### config.mk
export PLATFORM = sky130hd
export DESIGN_NAME = check_pattern
export DESIGN_NICKNAME = d
export VERILOG_FILES = /design/src/rtl/check_pattern_pkg.sv /design/src/rtl/check_pattern_window.sv /design/src/rtl/check_pattern.sv
export SDC_FILE = /design/constraint.sdc
export NUM_CORES = 1
export LEC_CHECK = 0
export BUFFER_PORTS_ARGS = -buffer_cell sky130_fd_sc_hd__buf_2
export CORE_AREA = 2 2 39 41
export DETAILED_ROUTE_END_ITERATION = 12
export DIE_AREA = 0 0 41 43
export GPL_TIMING_DRIVEN = 0
export PLACE_DENSITY = 0.59
export REMOVE_ABC_BUFFERS = 1
export SYNTH_ARGS = -nofsm -noshare
export SYNTH_HDL_FRONTEND = slang
export SYNTH_SLANG_ARGS = --single-unit
### constraint.sdc
create_clock -name clk -period 4.2 [get_ports clk]
set_clock_uncertainty 0.2 [all_clocks]
set_input_delay 0.21 -clock clk [delete_from_list [all_inputs] [get_ports clk]]
set_output_delay 0.21 -clock clk [all_outputs]
set_load 0.01 [all_outputs]
### src/rtl/check_pattern_pkg.sv
// Shared constants and types for the check_pattern serial pattern detector.
package check_pattern_pkg;

  localparam logic MODE_NONOVERLAP = 1'b0;
  localparam logic MODE_OVERLAP    = 1'b1;

  localparam int PAT_W_MAX = 32;
  localparam int CNT_W_MAX = 16;

  typedef enum logic {
    FILLING = 1'b0,
    ARMED   = 1'b1
  } state_t;

endpackage

### src/rtl/check_pattern_window.sv
// Sliding window of the last PAT_W valid bits plus a saturating fill count.
// Exposes the post-update values so the top can compare in the same cycle.
module pat_window
  import check_pattern_pkg::*;
#(
  parameter int PAT_W  = 4,
  parameter int FILL_W = $clog2(PAT_W + 1)
) (
  input  logic              clk,
  input  logic              rst,
  input  logic              x,
  input  logic              x_valid,
  input  logic              flush,
  output logic [PAT_W-1:0]  win_next,
  output logic [FILL_W-1:0] fill_next,
  output logic              armed
);

  localparam logic [FILL_W-1:0] FULL = FILL_W'(PAT_W);

  logic [PAT_W-1:0]  win;
  logic [FILL_W-1:0] fill;

  // A one-bit window has no older bits to keep, so the shift degenerates.
  if (PAT_W == 1) begin : g_w1
    assign win_next = x_valid ? x : win;
  end else begin : g_wn
    assign win_next = x_valid ? {win[PAT_W-2:0], x} : win;
  end

  // NOTE: every always_comb output gets a default first so no path can infer a latch.
  always_comb begin
    fill_next = fill;
    if (x_valid && fill != FULL) fill_next = fill + 1'b1;
  end

  // NOTE: sequential state uses non-blocking assignments so every flop samples pre-edge values.
  always_ff @(posedge clk) begin
    if (rst) begin
      win  <= '0;
      fill <= '0;
    end else if (x_valid) begin
      win  <= win_next;
      fill <= flush ? '0 : fill_next;
    end
  end

  assign armed = (fill == FULL);

endmodule

### src/rtl/check_pattern.sv
// Parametrised serial pattern detector: compare, FSM policy, z pulse, match counter.
// Optional match counter built only when CHECK_PATTERN_CNT_EN is defined.
module check_pattern
  import check_pattern_pkg::*;
#(
  parameter int               PAT_W = 4,
  parameter logic [PAT_W-1:0] PAT   = 4'b1111,
  parameter int               CNT_W = 8
) (
  input  logic             clk,
  input  logic             rst,
  input  logic             x,
  input  logic             x_valid,
  input  logic             overlap,
  input  logic             clr_cnt,
  output logic             z,
  output logic [CNT_W-1:0] match_cnt
);

  localparam int FILL_W = $clog2(PAT_W + 1);
  localparam logic [FILL_W-1:0] FULL = FILL_W'(PAT_W);

  if (PAT_W < 1 || PAT_W > PAT_W_MAX) begin : g_bad_pat_w
    $error("check_pattern: PAT_W out of range 1..%0d", PAT_W_MAX);
  end
  if (CNT_W < 1 || CNT_W > CNT_W_MAX) begin : g_bad_cnt_w
    $error("check_pattern: CNT_W out of range 1..%0d", CNT_W_MAX);
  end

  logic [PAT_W-1:0]  win_next;
  logic [FILL_W-1:0] fill_next;
  logic              armed;
  logic              match;
  logic              flush;
  state_t            state;

  assign match = x_valid && (fill_next == FULL) && (win_next == PAT);
  assign flush = match && (overlap == MODE_NONOVERLAP);

  pat_window #(.PAT_W(PAT_W), .FILL_W(FILL_W)) u_window (
    .clk       (clk),
    .rst       (rst),
    .x         (x),
    .x_valid   (x_valid),
    .flush     (flush),
    .win_next  (win_next),
    .fill_next (fill_next),
    .armed     (armed)
  );

  always_ff @(posedge clk) begin
    if (rst) begin
      state <= FILLING;
      z     <= 1'b0;
    end else begin
      z <= match;
      if (x_valid) begin
        if (flush)                  state <= FILLING;
        else if (fill_next == FULL) state <= ARMED;
        else                        state <= FILLING;
      end
    end
  end

  // The window's fill count and the FSM must always agree on being armed.
  a_state_armed: assert property (@(posedge clk) disable iff (rst) (state == ARMED) == armed);

`ifdef CHECK_PATTERN_CNT_EN
  localparam logic [CNT_W-1:0] CNT_MAX = '1;

  // Clear wins over a coincident match; the match still pulses z.
  always_ff @(posedge clk) begin
    if (rst || clr_cnt)                  match_cnt <= '0;
    else if (match && match_cnt != CNT_MAX) match_cnt <= match_cnt + 1'b1;
  end
`else
  logic unused_clr_cnt;
  assign unused_clr_cnt = clr_cnt;
  assign match_cnt      = '0;
`endif

endmodule

==> metrics <==
minimum clock period 1.66 ns; Post-Synthesis Cell Area 422 um^2; Yosys top cell by area dfxtp_1; Max VDD drop 0.181 mV; worst stage delay on the critical path 0.39 ns; critical path launch point u_window.fill[0]$_SDFFE_PP0P_; Finished Layout Cells 69; Crit path depth 5; clk_lat worst skew 0.24 ns; CTS tree done; Synth Area in Compound Gates 14.5%; clock sink count 7; maxcap violations 0; initial antenna violation count 0; Setup CP Type reg -> reg; Seq/Total Area, Yosys 33.2%; leading post-synthesis cells by cell area dfxtp_1 33%, buf_4 14%, mux2i_1 12%; CP Capture Type flip-flop; Die W 41 um; first-pass GRT wire length 828 um; outcome complete, no violations; Slowest-stage cell, CP dfxtp_1; post-layout net count 62; register area 140 um^2; Vias 285; Die ar. 1760 um^2; CP Data Arrival Time 1.60 ns; Buf/Inv on CP 1; largest family of logic cells by synthesized area buffers and inverters; post-synthesis sequential element count 7; Reg2Reg Depth 5; r2r endpoint u_window.fill[2]$_SDFFE_PP0P_; number of buffers on the longest clock path 2; share of post-route cells with drive strength above 1 17.0%; core area 1380 um^2; total negative slack 0 ns; Initial Util 30.5%; HP Class in -> reg; DRC viols 0; multiplexer share of the synthesized area 11.9%; area of the multi-input gates 221 um^2; Die Ht 43 um; adder-cell share of the synthesized area 5.93%; Fill cells 153; XOR/XNOR share of the synthesized area 2.08%; Syn Inst Count 45; Antenna Violating Nets Remaining 0; placed insts 64; Total GRT Usage 7.25%; critical path cell sequence inv_1, ha_1, a21boi_4, mux2i_1, o311a_1; synthesized area per cell 9.37 um^2; # IOs 15; CP required 4.13 ns; Hold Path Cell Cnt 3; final hold vios 0; unrepaired setup endpoints after global routing false; DR pass1 iterations 4; Syn-to-layout area delta 8.61%; Pins Over Slew Limit 0; commonest cells after routing, fill and taps aside 8 x conb_1, 7 x dfxtp_1, 6 x nor2_1; simple-gate share of the synthesized area 11.0%; startpoint types flip-flop; via/cell ratio 4.13; std cell rows 14; Port Buffers 5; number of global-route vias before repair 235; CTS Buf Count 3; Final HPWL DP 443 um; post-synth top area share 33.2%; post-cts resize count 0; htree depth 1; Reg2Reg Setup Slack 2.54 ns; Overflow after GRT 0; top cell family by delay on the critical path compound AO/OA/AOI/OAI gates; root buf cell clkbuf_4; Max Freq 601 MHz; largest net degree at the start of global routing 7; Synth Warn # 0; Reg-to-Reg Start u_window.fill[0]$_SDFFE_PP0P_; crit-path max FO 5; Static Leakage 0.224 nW; Routed WL 526 um; Finish-stage setup viols 0; RePlAce Congestion 0.745; Tcrit/Tclk final 39.6%; DRT iter0 DRCs 6; Cell variety after synth 19; PwrDens 343 nW/um^2; Worst-path clk slew 0.05 ns; critical path capture point u_window.fill[2]$_SDFFE_PP0P_; most common library cell in the layout ignoring fill and taps conb_1; DR WL/cell 7.62 um; ant diodes 0
[through the flow]
| step | utilization [%] | cell area [um^2] | setup WS [ns] | total power [mW] | hold WS (ns) |
|---|---|---|---|---|---|
| 2_1_floorplan | - | 377 | 2.62 | 0.0932 | 0.0824 |
| 3_3_place_gp | 30.5 | 422 | 2.54 | 0.0988 | 0.258 |
| 3_5_place_dp | 30.5 | 422 | 2.53 | 0.0992 | 0.247 |
| 4_1_cts | 33.1 | 458 | 2.52 | 0.159 | 0.0281 |
| 5_1_grt | 33.1 | 458 | 2.48 | 0.167 | 0.0352 |
| 6_report | 33.1 | 458 | 2.54 | 0.157 | 0.0268 |
[cell type report]
cell class | instances | area share [%]
timing repair buffer | 6 | 7.65
sequential | 7 | 30.6
multi-input combinational | 32 | 48.4
inverter | 4 | 3.28
clock buffer | 4 | 5.74
tap | 16 | 4.37
[metal layers]
metal / share of wire [%] / up-vias / GRT usage (%)
met3: 4.8 / 0 / 1.57
met4: 0 / 0 / 8.00
met5: 0 / - / 0
met1: 48 / 126 / 9.42
li1: - / 151 / -
met2: 48 / 8 / 8.75
[cells in the mapped netlist, drive strengths merged]
master,instances
a21boi,1
a21o,1
a22o,1
buf,9
conb,1
dfxtp,7
ha,2
inv,4
mux2i,5
nand3,1
nand3b,1
nor2,6
nor2b,1
nor3,1
o2111ai,1
o21a,1
o311a,1
xnor2,1
[sequential cells by signal (all words and copies together), names as in the netlist]
name and count:
u_window.win 3, z 1, u_window.fill 3
[logic make-up (layout without fill, tap and decap cells)]
group,Yosys count,count (layout)
adders and majority gates,2,2
muxes,5,5
and+or+nand+nor,10,10
AOI/OAI and AO/OA,6,6
buffers and inverters,13,14
other,1,8
DFF,7,7
xor gates and xnor gates,1,1
[tightest hold or removal path, cell delays in order]
cell and delay (ns):
buf_2 0.09, mux2i_1 0.06, nor2_1 0.08
[timing repair]
item,CTS,global route
buffers inserted,0,0
endpoints found under the hold margin,5,0
hold buffers,1,0
[power by group]
part	internal, mW	switching, mW
clock	0.0361	0.0224
sequential	0.0699	0.00334
combinational	0.0116	0.0139
total	0.118	0.0396
[worst min-delay path by stage]
stage	startpoint	slack [ns]	endpoint
after CTS	x	0.03	u_window.win[0]$_SDFFE_PP0P_
after global placement	rst	0.26	u_window.fill[0]$_SDFFE_PP0P_
after detailed placement	rst	0.25	u_window.fill[0]$_SDFFE_PP0P_
after floorplan	rst	0.08	u_window.fill[0]$_SDFFE_PP0P_
after global routing	x	0.04	u_window.win[0]$_SDFFE_PP0P_
final	x	0.03	u_window.win[0]$_SDFFE_PP0P_
(Power assumes the default switching activity.)
